[src/rtl/plab5_mcore_mem_net_mode_seq_if.sv]
// Handshake bundle between the processor ports, MemNet and the mode sequencer.
// The master side drives the sequencer's inputs. The slave modport is the sequencer itself.
interface plab5_mcore_mem_net_mode_seq_if;
  logic mode_req_val, mode_req_target, mode_req_rdy, mode_done, mode, busy, cnt_err;
  logic proc_req_val_p0, proc_req_val_p1, proc_req_rdy_p0, proc_req_rdy_p1;
  logic net_req_val_p0, net_req_val_p1, net_req_rdy_p0, net_req_rdy_p1;
  logic resp_val_p0, resp_val_p1, resp_rdy_p0, resp_rdy_p1;

  modport master (
    output mode_req_val, mode_req_target,
    output proc_req_val_p0, proc_req_val_p1, net_req_rdy_p0, net_req_rdy_p1,
    output resp_val_p0, resp_val_p1, resp_rdy_p0, resp_rdy_p1,
    input  mode_req_rdy, mode_done, mode, busy, cnt_err,
    input  proc_req_rdy_p0, proc_req_rdy_p1, net_req_val_p0, net_req_val_p1
  );

  modport slave (
    input  mode_req_val, mode_req_target,
    input  proc_req_val_p0, proc_req_val_p1, net_req_rdy_p0, net_req_rdy_p1,
    input  resp_val_p0, resp_val_p1, resp_rdy_p0, resp_rdy_p1,
    output mode_req_rdy, mode_done, mode, busy, cnt_err,
    output proc_req_rdy_p0, proc_req_rdy_p1, net_req_val_p0, net_req_val_p1
  );
endinterface

[src/rtl/plab5_mcore_mem_net_mode_seq.sv]
// MemNet mode sequencer: closes the request gates, drains in-flight traffic, flips the mode,
// then holds the gates closed for a settle window before reopening.
module mode_seq_port #(
  parameter int CNT_W = 4
) (
  input  logic clk,
  input  logic reset,
  input  logic gate_open_i,
  input  logic proc_req_val_i,
  input  logic net_req_rdy_i,
  input  logic resp_val_i,
  input  logic resp_rdy_i,
  output logic proc_req_rdy_o,
  output logic net_req_val_o,
  output logic cnt_zero_o,
  output logic underflow_o
);
  logic [CNT_W-1:0] cnt_q, cnt_d;
  logic full, inc, dec;

  assign full           = &cnt_q;
  assign net_req_val_o  = gate_open_i && proc_req_val_i && !full;
  assign proc_req_rdy_o = gate_open_i && net_req_rdy_i && !full;
  assign inc            = net_req_val_o && net_req_rdy_i;
  assign dec            = resp_val_i && resp_rdy_i;
  assign cnt_zero_o     = (cnt_q == '0);
  // A lone response with nothing outstanding is a protocol error; the count saturates at 0.
  assign underflow_o    = dec && !inc && cnt_zero_o;

  always_comb begin
    cnt_d = cnt_q;
    if (inc && !dec)                     cnt_d = cnt_q + CNT_W'(1);
    else if (dec && !inc && !cnt_zero_o) cnt_d = cnt_q - CNT_W'(1);
  end

  always_ff @(posedge clk or negedge reset) begin
    if (!reset) cnt_q <= '0;
    else        cnt_q <= cnt_d;
  end
endmodule

module plab5_mcore_mem_net_mode_seq #(
  parameter int p_cnt_nbits     = 4,
  parameter int p_settle_cycles = 2,
  parameter int p_reset_mode    = 0
) (
  input logic clk,
  input logic reset,
  plab5_mcore_mem_net_mode_seq_if.slave bus
);
  localparam int NPORT = 2;
  localparam logic [1:0] IDLE   = 2'd0;
  localparam logic [1:0] DRAIN  = 2'd1;
  localparam logic [1:0] SWITCH = 2'd2;
  localparam logic [1:0] SETTLE = 2'd3;
  localparam logic [3:0] SETTLE_INIT = 4'(p_settle_cycles);
  localparam logic       RST_MODE    = 1'(p_reset_mode);

  logic [1:0] state_q, state_d;
  logic [3:0] settle_q, settle_d;
  logic       mode_q, mode_d, tgt_q, tgt_d, done_q, done_d, err_q, err_d;
  logic       gate_open;

  logic [NPORT-1:0] pv, nr, rv, rr, prdy, nval, zero, uflow;

  assign pv = {bus.proc_req_val_p1, bus.proc_req_val_p0};
  assign nr = {bus.net_req_rdy_p1,  bus.net_req_rdy_p0};
  assign rv = {bus.resp_val_p1,     bus.resp_val_p0};
  assign rr = {bus.resp_rdy_p1,     bus.resp_rdy_p0};

  assign gate_open = (state_q == IDLE);

  for (genvar g = 0; g < NPORT; g++) begin : g_port
    mode_seq_port #(.CNT_W(p_cnt_nbits)) u_port (
      .clk            (clk),
      .reset          (reset),
      .gate_open_i    (gate_open),
      .proc_req_val_i (pv[g]),
      .net_req_rdy_i  (nr[g]),
      .resp_val_i     (rv[g]),
      .resp_rdy_i     (rr[g]),
      .proc_req_rdy_o (prdy[g]),
      .net_req_val_o  (nval[g]),
      .cnt_zero_o     (zero[g]),
      .underflow_o    (uflow[g])
    );
  end

  always_comb begin
    state_d  = state_q;
    settle_d = settle_q;
    mode_d   = mode_q;
    tgt_d    = tgt_q;
    done_d   = 1'b0;
    err_d    = err_q | (|uflow);
    case (state_q)
      IDLE: begin
        if (bus.mode_req_val) begin
          if (bus.mode_req_target == mode_q) begin
            done_d = 1'b1;
          end else begin
            tgt_d   = bus.mode_req_target;
            state_d = DRAIN;
          end
        end
      end
      // Counts are registered, so requests fired in the accept cycle are seen here.
      DRAIN:  if (&zero) state_d = SWITCH;
      SWITCH: begin
        mode_d   = tgt_q;
        settle_d = SETTLE_INIT;
        state_d  = SETTLE;
      end
      SETTLE: begin
        if (settle_q == 4'd0) begin
          state_d = IDLE;
          done_d  = 1'b1;
        end else begin
          settle_d = settle_q - 4'd1;
        end
      end
      default: state_d = IDLE;
    endcase
  end

  always_ff @(posedge clk or negedge reset) begin
    if (!reset) begin
      state_q  <= IDLE;
      settle_q <= 4'd0;
      mode_q   <= RST_MODE;
      tgt_q    <= RST_MODE;
      done_q   <= 1'b0;
      err_q    <= 1'b0;
    end else begin
      state_q  <= state_d;
      settle_q <= settle_d;
      mode_q   <= mode_d;
      tgt_q    <= tgt_d;
      done_q   <= done_d;
      err_q    <= err_d;
    end
  end

  assign bus.mode_req_rdy    = gate_open;
  assign bus.busy            = !gate_open;
  assign bus.mode            = mode_q;
  assign bus.mode_done       = done_q;
  assign bus.cnt_err         = err_q;
  assign bus.proc_req_rdy_p0 = prdy[0];
  assign bus.proc_req_rdy_p1 = prdy[1];
  assign bus.net_req_val_p0  = nval[0];
  assign bus.net_req_val_p1  = nval[1];
endmodule

[src/flat_wrapper.sv]
// flat-port wrapper written by rule: the top's interface ports become plain ports
module plab5_mcore_mem_net_mode_seq_flat 
#(
  parameter int p_cnt_nbits     = 4,
  parameter int p_settle_cycles = 2,
  parameter int p_reset_mode    = 0
)
  (clk, reset, bus_mode_req_val, bus_mode_req_target, bus_proc_req_val_p0, bus_proc_req_val_p1, bus_net_req_rdy_p0, bus_net_req_rdy_p1, bus_resp_val_p0, bus_resp_val_p1, bus_resp_rdy_p0, bus_resp_rdy_p1, bus_mode_req_rdy, bus_mode_done, bus_mode, bus_busy, bus_cnt_err, bus_proc_req_rdy_p0, bus_proc_req_rdy_p1, bus_net_req_val_p0, bus_net_req_val_p1);
  plab5_mcore_mem_net_mode_seq_if bus_i ();
  input logic clk;
  input logic reset;
  input wire logic [$bits(bus_i.mode_req_val)-1:0] bus_mode_req_val;
  input wire logic [$bits(bus_i.mode_req_target)-1:0] bus_mode_req_target;
  input wire logic [$bits(bus_i.proc_req_val_p0)-1:0] bus_proc_req_val_p0;
  input wire logic [$bits(bus_i.proc_req_val_p1)-1:0] bus_proc_req_val_p1;
  input wire logic [$bits(bus_i.net_req_rdy_p0)-1:0] bus_net_req_rdy_p0;
  input wire logic [$bits(bus_i.net_req_rdy_p1)-1:0] bus_net_req_rdy_p1;
  input wire logic [$bits(bus_i.resp_val_p0)-1:0] bus_resp_val_p0;
  input wire logic [$bits(bus_i.resp_val_p1)-1:0] bus_resp_val_p1;
  input wire logic [$bits(bus_i.resp_rdy_p0)-1:0] bus_resp_rdy_p0;
  input wire logic [$bits(bus_i.resp_rdy_p1)-1:0] bus_resp_rdy_p1;
  output wire logic [$bits(bus_i.mode_req_rdy)-1:0] bus_mode_req_rdy;
  output wire logic [$bits(bus_i.mode_done)-1:0] bus_mode_done;
  output wire logic [$bits(bus_i.mode)-1:0] bus_mode;
  output wire logic [$bits(bus_i.busy)-1:0] bus_busy;
  output wire logic [$bits(bus_i.cnt_err)-1:0] bus_cnt_err;
  output wire logic [$bits(bus_i.proc_req_rdy_p0)-1:0] bus_proc_req_rdy_p0;
  output wire logic [$bits(bus_i.proc_req_rdy_p1)-1:0] bus_proc_req_rdy_p1;
  output wire logic [$bits(bus_i.net_req_val_p0)-1:0] bus_net_req_val_p0;
  output wire logic [$bits(bus_i.net_req_val_p1)-1:0] bus_net_req_val_p1;
  assign bus_i.mode_req_val = bus_mode_req_val;
  assign bus_i.mode_req_target = bus_mode_req_target;
  assign bus_i.proc_req_val_p0 = bus_proc_req_val_p0;
  assign bus_i.proc_req_val_p1 = bus_proc_req_val_p1;
  assign bus_i.net_req_rdy_p0 = bus_net_req_rdy_p0;
  assign bus_i.net_req_rdy_p1 = bus_net_req_rdy_p1;
  assign bus_i.resp_val_p0 = bus_resp_val_p0;
  assign bus_i.resp_val_p1 = bus_resp_val_p1;
  assign bus_i.resp_rdy_p0 = bus_resp_rdy_p0;
  assign bus_i.resp_rdy_p1 = bus_resp_rdy_p1;
  assign bus_mode_req_rdy = bus_i.mode_req_rdy;
  assign bus_mode_done = bus_i.mode_done;
  assign bus_mode = bus_i.mode;
  assign bus_busy = bus_i.busy;
  assign bus_cnt_err = bus_i.cnt_err;
  assign bus_proc_req_rdy_p0 = bus_i.proc_req_rdy_p0;
  assign bus_proc_req_rdy_p1 = bus_i.proc_req_rdy_p1;
  assign bus_net_req_val_p0 = bus_i.net_req_val_p0;
  assign bus_net_req_val_p1 = bus_i.net_req_val_p1;
  plab5_mcore_mem_net_mode_seq #(.p_cnt_nbits(p_cnt_nbits), .p_settle_cycles(p_settle_cycles), .p_reset_mode(p_reset_mode)) u_core (.clk(clk), .reset(reset), .bus(bus_i));
endmodule
[config.mk]
export PLATFORM = sky130hd
export DESIGN_NAME = plab5_mcore_mem_net_mode_seq_flat
export DESIGN_NICKNAME = d
export VERILOG_FILES = /design/src/rtl/plab5_mcore_mem_net_mode_seq_if.sv /design/src/rtl/plab5_mcore_mem_net_mode_seq.sv /design/src/flat_wrapper.sv
export SDC_FILE = /design/constraint.sdc
export NUM_CORES = 1
export LEC_CHECK = 0
export BUFFER_PORTS_ARGS = -buffer_cell sky130_fd_sc_hd__buf_2
export CORE_ASPECT_RATIO = 0.8
export CORE_UTILIZATION = 35
export DETAILED_ROUTE_END_ITERATION = 10
export PLACE_DENSITY = 0.61
export SLEW_MARGIN = 20
export SYNTH_ARGS = -nofsm -noshare
export SYNTH_HDL_FRONTEND = slang
export SYNTH_HIERARCHICAL = 1
export SYNTH_SLANG_ARGS = --single-unit
[constraint.sdc]
create_clock -name clk -period 2.2 [get_ports clk]
set_input_delay 0.33 -clock clk [delete_from_list [all_inputs] [get_ports clk]]
set_output_delay 0.33 -clock clk [all_outputs]
set_load 0.02 [all_outputs]
==> impl_metrics.toml, run 1 <==
[global_route]
grt_pass1_wl_mm = 4.71
overflow = 0
antenna_found_initial = 0
grt_pass1_vias = 975
grt_max_degree = 19
track_usage = 0.154

[sta]
finalCritPeriodShare = 0.938
fin_skew_ns = 0.00928
fin_hold_ws_ns = -0.00641
max_freq_mhz = 485
fin_setup_tns_ns = 0
rsz0062_at_grt = "no"
min_period_ns = 2.06
worst_pin_slew_ns = 0.374
maxSlewHeadroom = 0.744
finalSetupViolCount = 0
slew_viol_final = 0
hold_viol = 9

[synthesis]
netlist_instances = 126
synth_top_cell_area_share = 0.356
ys_types = 41
netlist_area_sq_mm = 0.00127
synth-seq-cells = 18
ys_seq_area_frac = 0.356
synth_edf_count = 0
ys_warn_count = 6
synthTopCellsByArea = "dfrtp_1 36%, ha_1 9.9%, fa_1 3.2%, and3_1 3.0%, o211ai_1 3.0%"
syn_area_per_cell_sq_um = 10.0
yosysTopAreaCell = "dfrtp_1"
synth_nets = 150
synthFlopType = "dfrtp_1"
ys_async_sr_fraction = 1.00

[status]
violations = "negative hold slack"
status = "finished with violations"

[floorplan]
core_area_sq_mm = 0.00345
pin_count = 21
die_y_microns = 55.8
die_area_sq_mm = 0.00386
rows = 19
chipWidth_microns = 69.2
start_util = 0.367

[setup_path]
slowest_stage = "dfrtp_1"
reg2reg_setup_slack_ns = 0.14
cp-start-kind = "flop"
required_ns = 2.32
cp_slowest_stage_delay_ns = 0.37
critPathMaxFanout = 5
cp-end-kind = "flop"
crit_arrival_ns = 2.18
path_class = "reg2reg"
r2r_cells = 9
path_cells = "inv_1 -> ha_4 -> and3_1 -> nand3_1 -> ha_1 -> a21o_1 -> a21oi_2 -> nand3b_1 -> nand4_1"

[cts]
cts.reportedPaths.clkPinSlew_ns = 0.07
clkSinkCount = 18
cts_root_buffer = "clkbuf_8"
postCtsHoldBufs = 0
clk_path_buf_depth = 2
insertion_delay_ns = 0.26
cts_tree = "yes"
cts_setup_buffers = 0
cts_inserted_buffers = 3
htree_levels = 1

[detailed_routing]
drc = 0
wl_per_cell_microns = 13.5
route.met3.wl_microns = 126
wl_mm = 2.70
first_iter_violations = 48
wl_met2_mm = 1.15
first_pass_iters = 4
ant_nets = 0
post_drt_via_cell_ratio = 5.29
maxUsedRoutingLayer = "met4"
met1Wirelength_mm = 1.39
vias = 1058

[pwr]
leakagePower_nw = 0.708
p_total_mw = 2.22
ir_drop_uv = 502
power.density_mw_per_mm2 = 1430

[flow_run]
drv_cap = 0

[min_path]
min_path_type = "in2async"

[cells_and_area]
synthToLayoutAreaGrowth_pct = 22.9
nets = 184
post-route-util = 0.452
drive_gt1_frac = 0.304
diodes = 0
post-route-cell-area_sq_mm = 0.00156

[place]
dpl_cell_area_sq_mm = 0.00150
portBuffers = 20
place.gp.congestion = 0.849
hpwl_mm = 2.12
[final cells by class]
class                   count  area [sq um]
well taps                  42          52.6
fillers                   331          1890
flip-flops and latches     18           450
repair buffers             30           175
inverters                   6          22.5
multi-input cells         101           815
clock buffers               3          41.3
[per-layer routing]
metal	track usage	vias up
li1	-	542
met1	0.217	488
met2	0.229	23
met3	0.0380	5
met4	0.0583	0
met5	0	-
[through the flow]
step           setup WS (ns)  cells
2_1_floorplan         0.0566    126
3_3_place_gp           0.108    197
3_5_place_dp          0.0478    197
4_1_cts               0.0435    200
5_1_grt              0.00196    200
6_report               0.137    200
[sequential cells by signal, indices dropped and copies added (netlist names)]
register,count
u_core/g_port.u_port/cnt_q,8
u_core/settle_q,4
u_core/state_q,2
u_core/bus.cnt_err,1
u_core/bus.mode,1
u_core/bus.mode_done,1
u_core/tgt_q,1
[cells in the final DEF (no fill, tap or decap), types with 4 or more instances in the layout]
master / synthesis / final
nor2_1: 5 / 5
and3_1: 6 / 6
nand4_1: 4 / 4
buf_4: 0 / 10
nand2_1: 7 / 7
nor3_1: 4 / 4
xnor2_1: 4 / 4
o21ai_0: 5 / 5
ha_1: 10 / 9
inv_1: 6 / 6
o211ai_1: 5 / 5
buf_2: 0 / 20
dfrtp_1: 18 / 18
[Yosys cell counts (2+ instances only)]
library cell and n:
inv_1 6, fa_1 2, o31a_1 2, nand3_1 4, nand4_1 4, nor3_1 4
xnor2_1 4, o21ai_1 2, dfrtp_1 18, nand3b_1 2, and2_4 2, a21oi_1 5
ha_1 10, nand4bb_1 2, o211ai_1 5, mux2_4 2, nor3b_1 3, nand2_1 7
a21o_1 3, mux2_2 2, and3_1 6, nor4_2 2, or3_1 3, nor2_1 5
o21ai_0 5
[what timing repair did]
action	in CTS	in global routing
hold endpoints to repair	0	0
resized for setup	0	3
endpoints found under the setup margin	0	2
[worst max-delay path: cells and delay by family, from the launching register on]
kind | cells | cell delay (ns)
adder cells (fa/ha/maj) | 2 | 0.48
flip-flops | 1 | 0.37
buffers and inverters | 1 | 0.12
AND/OR/NAND/NOR | 4 | 0.58
AO/OA/AOI/OAI | 2 | 0.37
[path summary, 6_finish.rpt]
path	startpoint	to
max in group asynchronous	reset	u_core/settle_q[0]$_DFFE_PN0P_
min in group clk	bus_mode_req_target	u_core/tgt_q$_DFFE_PN0P_
worst min-delay path	reset	u_core/g_port[0].u_port/cnt_q[3]$_DFFE_PN0P_
worst min register to register	u_core/bus.cnt_err$_DFF_PN0_	u_core/bus.cnt_err$_DFF_PN0_
worst max register to register	u_core/state_q[0]$_DFFE_PN0P_	u_core/g_port[1].u_port/cnt_q[3]$_DFFE_PN0P_
worst max-delay path	u_core/state_q[0]$_DFFE_PN0P_	u_core/g_port[1].u_port/cnt_q[3]$_DFFE_PN0P_
[logic make-up after synthesis]
kind of cell | synth area share
xor gates and xnor gates | 0.0346
muxes | 0.0494
DFF | 0.356
buffers and inverters | 0.0207
and+or+nand+nor | 0.241
AOI/OAI and AO/OA | 0.168
adders and majority gates | 0.130
[power by group]
part	internal, mW	switching (mW)	total [mW]	leakage, nW
Sequential	0.484	0.179	0.663	0.215
Clock	0.122	0.109	0.231	0.0216
Combinational	0.652	0.671	1.32	0.472
Total	1.26	0.960	2.22	0.708
Power figures use the tool's default switching activity.
==> run 2, diff against run 1 <==
--- a/config.mk
+++ b/config.mk
@@ -10,6 +10,8 @@
 export CORE_UTILIZATION = 35
 export DETAILED_ROUTE_END_ITERATION = 10
 export PLACE_DENSITY = 0.61
+export REMOVE_ABC_BUFFERS = 1
+export SETUP_SLACK_MARGIN = 0.02
 export SLEW_MARGIN = 20
 export SYNTH_ARGS = -nofsm -noshare
 export SYNTH_HDL_FRONTEND = slang
==> impl_metrics.toml, run 2 (synthesis gave the netlist of run 1 again) <==
[floorplan]
rows = 19
die_y_microns = 55.8
pin_count = 21
core_area_sq_mm = 0.00345
die_area_sq_mm = 0.00386
start_util = 0.367
chipWidth_microns = 69.2

[cells_and_area]
drive_gt1_frac = 0.344
diodes = 0
final_common_cell = "buf_2"
largest_registers = "u_core/g_port.u_port/cnt_q: 8 flops, u_core/settle_q: 4 flops, u_core/state_q: 2 flops"
fill_cells = 317
largest_reg_flops = 8
synthToLayoutAreaGrowth_pct = 27.4
largest-register = "u_core/g_port.u_port/cnt_q"
final_cell_mix = "20 x buf_2, 18 x dfrtp_1, 11 x buf_4"
post-route-util = 0.468
nets = 185

[pwr]
sw_frac_of_total = 0.423
p_total_mw = 2.33
p_int_mw = 1.34
switchingPower_mw = 0.986
combinationalPowerShare = 0.594
power.density_mw_per_mm2 = 1440
ir_drop_uv = 589
p_clk_frac = 0.117
leakagePower_nw = 0.725
seq_power_share = 0.289

[setup_path]
cp_slowest_stage_delay_ns = 0.38
critPathMaxFanout = 6
required_ns = 2.32
crit_arrival_ns = 2.18
reg2reg_setup_slack_ns = 0.14
slowest_stage = "dfrtp_1"
path_class = "reg2reg"
cp_num_buf_inv = 1
cp-start-kind = "flop"
path_cells = "inv_1 -> ha_4 -> and3_4 -> nand3_2 -> ha_1 -> a21o_1 -> a21oi_2 -> nand3b_1 -> nand4_1"
path_delay_family = "simple AND/OR/NAND/NOR gates"
cp-end-kind = "flop"

[cts]
insertion_delay_ns = 0.25
htree_levels = 1
clk_path_buf_depth = 2
postCtsHoldBufs = 0
cts_inserted_buffers = 3
cts_tree = "yes"
clkSinkCount = 18
cts_setup_buffers = 0
cts.reportedPaths.clkPinSlew_ns = 0.07
cts_root_buffer = "clkbuf_8"

[detailed_routing]
wl_per_cell_microns = 13.9
ant_nets = 0
post_drt_via_cell_ratio = 5.51
vias = 1114
first_pass_iters = 6
drc = 0
wl_mm = 2.81
first_iter_violations = 45

[sta]
finalCritPeriodShare = 0.938
worst_pin_slew_ns = 0.419
hold_viol = 0
fin_skew_ns = 0.00504
rsz0062_at_grt = "no"
maxSlewHeadroom = 0.713
slew_viol_final = 0
finalSetupViolCount = 0
layout_setup_ws_ns = 0.136
fin_hold_ws_ns = 0.000784
fin_setup_tns_ns = 0
min_period_ns = 2.06
max_freq_mhz = 484

[flow_run]
drv_cap = 0

[global_route]
grt_max_degree = 19
use_met3 = 0.0453
grt_pass1_vias = 1130
grt_pass1_wl_mm = 4.91
grtUsageMet1 = 0.200
overflow = 0
met2_usage = 0.266
antenna_found_initial = 0
track_usage = 0.161
top_usage_layer = "met2"

[place]
hpwl_mm = 2.16
post-place-ws_ns = -0.105
place.gp.congestion = 0.828
portBuffers = 20

[min_path]
min_path_type = "in2async"

[status]
status = "finished, final reports clean"
[run 2: changes by cell type in the layout (fill, tap and decap cells not counted)]
cell / previous run / this run
xnor2_2: 0 / 1
nand3_1: 3 / 2
ha_4: 1 / 2
nand3_2: 1 / 2
ha_1: 9 / 8
xnor2_1: 4 / 3
clkbuf_8: 3 / 4
and3_1: 6 / 4
buf_4: 10 / 11
and3_4: 0 / 2
[run 2: per-layer routing]
layer	up-vias	routed length (microns)	part of all wire
met4	0	14	0.0050
li1	540	-	-
met2	24	1340	0.48
met5	-	0	0
met3	2	79	0.028
met1	548	1370	0.49
[run 2: final timing paths]
check                                         startpoint                                           end  cells after the start
setup / recovery           u_core/state_q[0]$_DFFE_PN0P_  u_core/g_port[1].u_port/cnt_q[3]$_DFFE_PN0P_                      9
hold / removal                                     reset                u_core/settle_q[3]$_DFFE_PN0P_                      1
setup reg to reg           u_core/state_q[0]$_DFFE_PN0P_  u_core/g_port[1].u_port/cnt_q[3]$_DFFE_PN0P_                      9
hold reg to reg             u_core/bus.cnt_err$_DFF_PN0_                  u_core/bus.cnt_err$_DFF_PN0_                      1
max in group asynchronous                          reset                 u_core/state_q[1]$_DFFE_PN0P_                      1
min in group clk                     bus_mode_req_target                      u_core/tgt_q$_DFFE_PN0P_                      3
[run 2: power by group through the flow]
stage | combinational, mW | clock [mW] | sequential (mW)
4_1_cts | 1.32 | 0.289 | 0.665
6_report | 1.38 | 0.272 | 0.673
3_3_place_gp | 1.24 | 0 | 0.667
2_1_floorplan | 0.886 | 0 | 0.667
3_5_place_dp | 1.29 | 0 | 0.673
5_1_grt | 1.54 | 0.306 | 0.698
[run 2: worst reg2reg max path: stages (launching register included)]
cell and delay, ns:
dfrtp_1 0.38, inv_1 0.11, ha_4 0.18, and3_4 0.20, nand3_2 0.14, ha_1 0.31
a21o_1 0.19, a21oi_2 0.17, nand3b_1 0.14, nand4_1 0.11
[run 2: final cells by class]
type                            count  area, sq um  area share
Sequential cell                    18          450       0.279
Inverter                            6         22.5      0.0140
Clock buffer                        4         55.1      0.0341
Multi-Input combinational cell    101          850       0.527
Tap cell                           42         52.6      0.0326
Timing Repair Buffer               31          183       0.113
[run 2: stage by stage]
step                      instance area (sq um)  instances
after global routing                       1610        202
final                                      1610        202
after detailed placement                   1500        198
after floorplan                            1260        125
after global placement                     1500        198
after CTS                                  1560        202
[run 2: timing repair]
item	in CTS	in global routing
setup endpoints to repair	4	4
gates resized for setup	3	7
gates cloned	0	0
pin swaps	0	1
